File: config.mk
export PLATFORM = sky130hd
export DESIGN_NAME = dcache_port_arbiter
export DESIGN_NICKNAME = d
export VERILOG_FILES = /design/src/rtl/dcache_port_arbiter.sv
export SDC_FILE = /design/constraint.sdc
export NUM_CORES = 1
export LEC_CHECK = 0
export BUFFER_PORTS_ARGS = -buffer_cell sky130_fd_sc_hd__buf_2
export CORE_ASPECT_RATIO = 0.5
export CORE_UTILIZATION = 25
export DETAILED_ROUTE_END_ITERATION = 16
export PLACE_DENSITY = 0.57
export SETUP_SLACK_MARGIN = 0.15
export SLEW_MARGIN = 25
export SYNTH_ARGS = -nofsm -noshare
export SYNTH_HDL_FRONTEND = slang
export SYNTH_SLANG_ARGS = --single-unit
File: constraint.sdc
create_clock -name Clk -period 2.7 [get_ports Clk]
set_clock_uncertainty 0.2 [all_clocks]
set_input_delay 0.405 -clock Clk [delete_from_list [all_inputs] [get_ports Clk]]
set_output_delay 0.405 -clock Clk [all_outputs]
set_load 0.03 [all_outputs]
File: src/rtl/dcache_port_arbiter.sv
// -----------------------------------------------------------------------------
// dcache_port_arbiter
//
// Single-port scheduler in front of the Dcache request port. The load pipeline
// and the store-buffer drain share the port. Only one transaction is ever
// outstanding. Loads normally win arbitration. A waiting store is forced
// through in two cases: it has lost STARVE_MAX consecutive arbitrations, or the
// store buffer is at or above HIGH_WATER. Dbar/Ibar barriers block loads and
// drain stores until the store buffer reports empty.
//
// Ports
//   Clk, Rest                 clock, asynchronous active-high reset
//   Flush                     kills load traffic only
//   LdReq/LdAddr/LdMat        load request; LdAck pulses on capture
//   LdRespValid/LdRespData    load data return
//   SbReq/SbPtr/SbAddr/SbData/SbMat/SbCount/SbEmpty
//                             store-buffer drain request and occupancy
//   SbAck/SbDone/SbDonePtr    store captured / store written
//   BarReq/BarDone            retired barrier waiting / barrier satisfied
//   DcReq*                    Dcache request channel (valid/ready)
//   DcRespValid/DcRespData    Dcache response (one cycle)
//
// Optional build macro: SB_ARB_PERF_EN adds the 32-bit saturating counters
// PerfLdGrant, PerfSbGrant, PerfStarvePromote and PerfBarCycles.
// -----------------------------------------------------------------------------
module dcache_port_arbiter #(
  parameter int STARVE_MAX = 8,
  parameter int HIGH_WATER = 5,
  parameter int CNT_W      = 4
) (
  input  logic        Clk,
  input  logic        Rest,
  input  logic        Flush,
  input  logic        LdReq,
  input  logic [31:0] LdAddr,
  input  logic [1:0]  LdMat,
  output logic        LdAck,
  output logic        LdRespValid,
  output logic [31:0] LdRespData,
  input  logic        SbReq,
  input  logic [2:0]  SbPtr,
  input  logic [31:0] SbAddr,
  input  logic [31:0] SbData,
  input  logic [1:0]  SbMat,
  input  logic [2:0]  SbCount,
  input  logic        SbEmpty,
  output logic        SbAck,
  output logic        SbDone,
  output logic [2:0]  SbDonePtr,
  input  logic        BarReq,
  output logic        BarDone,
  output logic        DcReqValid,
  output logic        DcReqWrite,
  output logic [31:0] DcReqAddr,
  output logic [31:0] DcReqData,
  output logic [1:0]  DcReqMat,
  output logic [2:0]  DcReqTag,
  input  logic        DcReqReady,
  input  logic        DcRespValid,
  input  logic [31:0] DcRespData
`ifdef SB_ARB_PERF_EN
  ,
  output logic [31:0] PerfLdGrant,
  output logic [31:0] PerfSbGrant,
  output logic [31:0] PerfStarvePromote,
  output logic [31:0] PerfBarCycles
`endif
);

  localparam logic [2:0] S_IDLE      = 3'd0;
  localparam logic [2:0] S_LD_REQ    = 3'd1;
  localparam logic [2:0] S_ST_REQ    = 3'd2;
  localparam logic [2:0] S_WAIT_RESP = 3'd3;
  localparam logic [2:0] S_BAR_DRAIN = 3'd4;

  logic [2:0]       state_q, state_d;
  logic [CNT_W-1:0] cnt_q, cnt_d;
  logic             kill_q, kill_d;
  logic             bar_q, bar_d;
  logic             wr_q, wr_d;
  logic [31:0]      addr_q, addr_d;
  logic [31:0]      data_q, data_d;
  logic [1:0]       mat_q, mat_d;
  logic [2:0]       tag_q, tag_d;

  logic starved_s, st_win_s, ld_win_s;
  logic grant_ld_s, grant_st_s, ld_resp_s, sb_done_s, bar_done_s;

  // A flushed load still counts as LdReq in the store-win term, so a flush
  // does not by itself hand the port to a store.
  assign starved_s = (cnt_q >= CNT_W'(STARVE_MAX));
  assign st_win_s  = SbReq & (~LdReq | (SbCount >= 3'(HIGH_WATER)) | starved_s);
  assign ld_win_s  = LdReq & ~Flush & ~st_win_s;

  // Next-state, grant and capture logic
  always_comb begin
    state_d    = state_q;
    cnt_d      = cnt_q;
    kill_d     = kill_q;
    bar_d      = bar_q;
    wr_d       = wr_q;
    addr_d     = addr_q;
    data_d     = data_q;
    mat_d      = mat_q;
    tag_d      = tag_q;
    grant_ld_s = 1'b0;
    grant_st_s = 1'b0;
    ld_resp_s  = 1'b0;
    sb_done_s  = 1'b0;
    bar_done_s = 1'b0;

    case (state_q)
      S_IDLE: begin
        if (BarReq) begin
          bar_d   = 1'b1;
          state_d = S_BAR_DRAIN;
        end else if (st_win_s) begin
          grant_st_s = 1'b1;
        end else if (ld_win_s) begin
          grant_ld_s = 1'b1;
          // Count only loads that beat a waiting store; saturate at the limit.
          if (SbReq && !starved_s) begin
            cnt_d = cnt_q + CNT_W'(1);
          end else begin
            cnt_d = cnt_q;
          end
        end else begin
          state_d = S_IDLE;
        end
      end
      S_LD_REQ: begin
        bar_d = bar_q | BarReq;
        if (Flush) begin
          // Accepted in the same cycle as the flush: the response will still
          // come back, so absorb it instead of dropping the request.
          if (DcReqReady) begin
            kill_d  = 1'b1;
            state_d = S_WAIT_RESP;
          end else begin
            state_d = S_IDLE;
          end
        end else if (DcReqReady) begin
          state_d = S_WAIT_RESP;
        end else begin
          state_d = S_LD_REQ;
        end
      end
      S_ST_REQ: begin
        bar_d = bar_q | BarReq;
        if (DcReqReady) begin
          state_d = S_WAIT_RESP;
        end else begin
          state_d = S_ST_REQ;
        end
      end
      S_WAIT_RESP: begin
        bar_d = bar_q | BarReq;
        if (DcRespValid) begin
          ld_resp_s = ~wr_q & ~kill_q & ~Flush;
          sb_done_s = wr_q;
          kill_d    = 1'b0;
          state_d   = (bar_q | BarReq) ? S_BAR_DRAIN : S_IDLE;
        end else if (Flush && !wr_q) begin
          kill_d = 1'b1;
        end else begin
          kill_d = kill_q;
        end
      end
      S_BAR_DRAIN: begin
        if (SbEmpty) begin
          bar_done_s = 1'b1;
          bar_d      = 1'b0;
          state_d    = S_IDLE;
        end else if (SbReq) begin
          grant_st_s = 1'b1;
        end else begin
          state_d = S_BAR_DRAIN;
        end
      end
      default: begin
        state_d = S_IDLE;
      end
    endcase

    if (grant_st_s) begin
      state_d = S_ST_REQ;
      cnt_d   = '0;
      wr_d    = 1'b1;
      addr_d  = SbAddr;
      data_d  = SbData;
      mat_d   = SbMat;
      tag_d   = SbPtr;
    end else if (grant_ld_s) begin
      state_d = S_LD_REQ;
      wr_d    = 1'b0;
      addr_d  = LdAddr;
      data_d  = 32'd0;
      mat_d   = LdMat;
      tag_d   = 3'd0;
    end else begin
      addr_d = addr_q;
    end
  end

  // State and captured-request registers
  always_ff @(posedge Clk or posedge Rest) begin
    if (Rest) begin
      state_q <= S_IDLE;
      cnt_q   <= '0;
      kill_q  <= 1'b0;
      bar_q   <= 1'b0;
      wr_q    <= 1'b0;
      addr_q  <= 32'd0;
      data_q  <= 32'd0;
      mat_q   <= 2'd0;
      tag_q   <= 3'd0;
    end else begin
      state_q <= state_d;
      cnt_q   <= cnt_d;
      kill_q  <= kill_d;
      bar_q   <= bar_d;
      wr_q    <= wr_d;
      addr_q  <= addr_d;
      data_q  <= data_d;
      mat_q   <= mat_d;
      tag_q   <= tag_d;
    end
  end

  assign LdAck       = grant_ld_s;
  assign SbAck       = grant_st_s;
  assign LdRespValid = ld_resp_s;
  assign LdRespData  = ld_resp_s ? DcRespData : 32'd0;
  assign SbDone      = sb_done_s;
  assign SbDonePtr   = sb_done_s ? tag_q : 3'd0;
  assign BarDone     = bar_done_s;
  assign DcReqValid  = (state_q == S_LD_REQ) | (state_q == S_ST_REQ);
  assign DcReqWrite  = wr_q;
  assign DcReqAddr   = addr_q;
  assign DcReqData   = data_q;
  assign DcReqMat    = mat_q;
  assign DcReqTag    = tag_q;

`ifdef SB_ARB_PERF_EN
  logic [31:0] perf_ld_q, perf_ld_d;
  logic [31:0] perf_sb_q, perf_sb_d;
  logic [31:0] perf_starve_q, perf_starve_d;
  logic [31:0] perf_bar_q, perf_bar_d;

  function automatic logic [31:0] sat_inc(input logic [31:0] v, input logic en);
    return (en && (v != 32'hFFFF_FFFF)) ? (v + 32'd1) : v;
  endfunction

  // Saturating event counters
  always_comb begin
    perf_ld_d     = sat_inc(perf_ld_q, grant_ld_s);
    perf_sb_d     = sat_inc(perf_sb_q, grant_st_s);
    perf_starve_d = sat_inc(perf_starve_q, grant_st_s & (state_q == S_IDLE) & starved_s);
    perf_bar_d    = sat_inc(perf_bar_q, state_q == S_BAR_DRAIN);
  end

  // Counter registers
  always_ff @(posedge Clk or posedge Rest) begin
    if (Rest) begin
      perf_ld_q     <= 32'd0;
      perf_sb_q     <= 32'd0;
      perf_starve_q <= 32'd0;
      perf_bar_q    <= 32'd0;
    end else begin
      perf_ld_q     <= perf_ld_d;
      perf_sb_q     <= perf_sb_d;
      perf_starve_q <= perf_starve_d;
      perf_bar_q    <= perf_bar_d;
    end
  end

  assign PerfLdGrant       = perf_ld_q;
  assign PerfSbGrant       = perf_sb_q;
  assign PerfStarvePromote = perf_starve_q;
  assign PerfBarCycles     = perf_bar_q;
`endif

endmodule

# Yosys cells after proc, flatten, opt, wreduce, memory -nomap -nowiden
# Index checks and enable logic that the tools add are counted.
# word_totals
elab_cells,112
reg_bits,79
# op_classes
mux,55
bitwise_logic,14
reduce_logical,16
n_addsub,1
n_eq_ne,15
n_lt_le_gt_ge,2
# op_table
op,n
$mux W32,5
$mux W3,13
$mux W4,6
$mux W1,23
$ne A5 B5 Y1 const B,3
$pmux W3 S5,1
$ne A2 B2 Y1 const B,6
$reduce_bool A2 Y1,5
$mux W2,4
$reduce_and A4 Y1,2
$eq A3 B2 Y1 const B,2
$and A1 B1 Y1,5
$not A1 Y1,5
$reduce_and A5 Y1,1
$add A4 B1 Y4 const B,1
$ge A4 B4 Y1 const B,1
$ne A4 B4 Y1 const B,1
$or A1 B1 Y1,4
$pmux W1 S2,2
$eq A3 B1 Y1 const B,1
$eq A3 B3 Y1 const B,1
$ge A3 B3 Y1 const B,1
$logic_not A3 Y1,1
$ne A3 B3 Y1 const B,1
other kinds (6),8

# Logic depth before layout (Yosys ltp)
# depth
ltp_word,12
ltp_mapped,8
depth_no_buf,5

# Least setup slack after synthesis
# No wires, ideal clock.
# synth_timing
path_type,reg-to-output
start,register state_q[2]
end,output port LdRespData[22]
t_required_ns,2.095
path_slack_ns,0.008
path_stages_with_launch,7
arrival_time_ns,2.087
path_cell_list,dfrtp_1 -> clkbuf_1 -> nor2b_1 -> nand3_1 -> nor4_1 -> clkbuf_1 -> and2_1
# synth_between
elab_chain_cells,3
# synth_rtl
item,line_no,text
from (decl),76,"logic [2:0] state_q, state_d;"
from (signal assigned),218,state_q <= state_d;
$eq A3 B2 Y1,112,case (state_q)
$mux W1,112,
named net LdRespValid,38,"output logic LdRespValid,"
$mux W32,233,assign LdRespData = ld_resp_s ? DcRespData : 32'd0;
to (decl),39,"output logic [31:0] LdRespData,"
# The timed path passes the listed nets, and every way through them passes these cells.

# Final worst setup path
# layout_timing
start,register state_q[2]
end,output port LdAck
# layout_between
elab_chain_cells,2
# layout_rtl
item,line_no,text
$logic_not A3 Y1,112,
$mux W1,112,
to (decl),37,"output logic LdAck,"
# Every way passes these cells.

==> impl_metrics.json <==
{
  "synth_seq_cells": 79,
  "finalCriticalPeriod_ps": 2530,
  "pin_count": 258,
  "ant_nets": 0,
  "die_h_um": 91.2,
  "syn_area_sq_um": 3980,
  "area_growth_pct": 55.6,
  "tightestPinTransition_ps": 628,
  "viasPerCell": 4.79,
  "grt_max_degree": 71,
  "start_util_pct": 25.7,
  "clkTransAtPathRegs_ps": 70,
  "synthAdderAreaFrac_pct": 0.629,
  "multi_input_area_sq_um": 1850,
  "crit_path_top_delay_cell": "or4b_1",
  "grt_util_met3_pct": 3.33,
  "required_ps": 2100,
  "core.rowCount": 32,
  "synthXorXnorAreaFrac_pct": 0.441,
  "drv_slew": 0,
  "dp_hpwl_um": 9690,
  "vdd_drop_max_mv": 0.357,
  "globalRouteMet1Util_pct": 22.6,
  "syn_inst": 430,
  "fillers": 1612,
  "grt_pass1_wl_um": 22400,
  "worst_ep_arrival_time_ps": 1930,
  "layout_commonest_cell": "buf_2",
  "vias": 4284,
  "slew_headroom_pct": 58.0,
  "finalNetCount": 834,
  "busiest_layer": "met2",
  "path_delay_family": "simple AND/OR/NAND/NOR gates",
  "layout_common_cells": "222 x buf_2, 103 x o21ai_0, 78 x dfrtp_1, 38 x nand2_1, 37 x buf_4",
  "grt_overflow": 0,
  "dp.cells": 866,
  "layout.cells.non_filler": 894,
  "finalHoldViolCount": 0,
  "synth_compound_area_share_pct": 25.3,
  "drt_pre_antenna_iters": 4,
  "yosysWarnings": 0,
  "maxCapViolations": 0,
  "cts_inserted_buffers": 9,
  "max_stage_delay_ps": 470,
  "syn-num-nets": 579,
  "end_kind": "output pin",
  "die-area_sq_um": 16400,
  "path_cells": "buf_4, or4b_1, or2_1, a21oi_4, buf_6",
  "max_freq_ghz": 0.394,
  "synth_top_area_share_pct": 49.7,
  "htreeDepth": 3,
  "port_buffers": 257,
  "insertion_delay_ps": 330,
  "setup_viol": 0,
  "drive_gt1_share_pct": 47.7,
  "synthTopCellsByArea": "dfrtp_1 50%, o21ai_0 13%, a221o_1 8.6%, and2_1 5.5%, nor3_1 4.5%",
  "p_per_area_nw_per_um2": 1030,
  "syn_avg_cell_area_sq_um": 9.25,
  "core_area_sq_um": 15500,
  "detail_route.iter0.violations": 237,
  "grtUsageTotal_pct": 17.1,
  "status": "finished, final reports clean",
  "antenna_found_initial": 0,
  "ff_latch_area_sq_um": 1980,
  "num_antenna_cells": 0,
  "synth.distinct_cells": 37,
  "post-route-period-util_pct": 93.9,
  "criticalPathCategory": "flip-flop to output pin",
  "met2_usage_pct": 28.5,
  "clockBufferDepth": 2,
  "leakage_nw": 3.13,
  "critPathBufInv": 2,
  "synth_seq_area_share_pct": 49.7,
  "fin_setup_tns_ps": 0,
  "synth_mux_area_share_pct": 0.535,
  "synthSimpleGateAreaFrac_pct": 17.6,
  "cp-start-kind": "flip-flop",
  "clock_tree.root_cell": "clkbuf_16",
  "routed_wl_um": 14400,
  "place.gp.congestion": 0.754,
  "hold_class": "input pin to flip-flop",
  "fp.dieW_um": 180,
  "yosysTopAreaCell": "dfrtp_1",
  "rsz0062_at_grt": "yes",
  "route.detailed.drc": 0,
  "crit_fanout": 3,
  "cts_tree": "yes",
  "grt_pass1_vias": 4141,
  "synth_top_family_by_area": "compound AO/OA/AOI/OAI gates",
  "post_drt_wl_per_cell_um": 16.1,
  "cts_sinks": 79
}
## power by group
part | switching [mW] | total [mW] | leakage [nW] | internal (mW)
clock network | 0.484 | 1.39 | 0.166 | 0.903
registers | 0.266 | 1.94 | 1.00 | 1.67
logic | 2.01 | 3.02 | 1.96 | 1.02
## cells in the mapped netlist (all sizes together)
cell and instances:
dfrtp 79, and2 35, a21oi 7, o21a 2, nand3b 1, nand4 2, xnor2 2, nor4 3
or3b 1, clkbuf 27, ha 2, inv 7, o31ai 2, mux2i 1, buf 17, and3 1
or2 3, a211oi 2, or4b 1, a31oi 1, nor3 36, nand2b 3, nor2b 2, nor2 9
o21ai 108, or3 1, nand3 1, a2111oi 1, a221o 34, mux2 1, nand2 38
## sequential cells by signal, summed over array words and instances, names as in the netlist
| signal | count |
|---|---|
| DcReqData | 32 |
| kill_q | 1 |
| DcReqTag | 3 |
| cnt_q | 4 |
| DcReqMat | 2 |
| DcReqAddr | 32 |
| state_q | 3 |
| bar_q | 1 |
| DcReqWrite | 1 |
## path summary, 6_finish.rpt
check | startpoint | to | slack, ps | depth (start not counted)
min in group asynchronous | Rest | DcReqData[0] | 510 | 3
worst max register to register | state_q[0] | DcReqMat[1] | 310 | 6
worst min register to register | DcReqData[2] | DcReqData[2] | 310 | 2
max in group asynchronous | Rest | DcReqAddr[29] | 1090 | 4
worst min-delay path | SbData[8] | DcReqData[8] | 100 | 3
worst max-delay path | state_q[2] | LdAck | 170 | 5
## final cells by class
class / instances / area share [%]
Sequential cell: 79 / 32.0
Inverter: 7 / 0.485
Tap cell: 204 / 4.13
Timing Repair Buffer: 288 / 28.1
Clock buffer: 10 / 3.70
Multi-Input combinational cell: 300 / 29.8
Clock inverter: 6 / 1.76
## tightest hold or removal path, stage by stage
cell and delay (ps):
buf_2 70, o21ai_0 60, o21ai_0 60
## metal layers
layer	vias to the layer above	wire length [um]
met5	-	0
met4	0	154
li1	2054	-
met2	127	7060
met1	2087	6570
met3	16	646
## through the flow
step           total power [mW]  hold WS (ps)  setup slack, ps  instance area [sq um]  util, %
5_1_grt                    6.74          93.0             93.6                   6190     40.0
3_5_place_dp               4.90           306              225                   5500     35.6
3_3_place_gp               4.85           304              276                   5500     35.6
6_report                   6.35           102              165                   6190     40.0
2_1_floorplan              3.93           278              158                   3980        -
4_1_cts                    6.37          87.3             87.4                   6110     39.6
## logic make-up after synthesis
logic type	Yosys count
compound gates	157
xor+xnor	2
fa+ha+maj	2
buf+inv	51
flops	79
mux	2
simple gates	137
## timing repair
action | 4_1_cts | 5_1_grt
buffers inserted | 4 | 3
gates resized for setup | 72 | 11
pin swaps | 2 | 3
endpoints found under the setup margin | 34 | 39
hold buffers | 1 | 0
cloned | 3 | 1
hold endpoints to repair | 25 | 0
No activity file was read; power rests on OpenSTA's default activity.
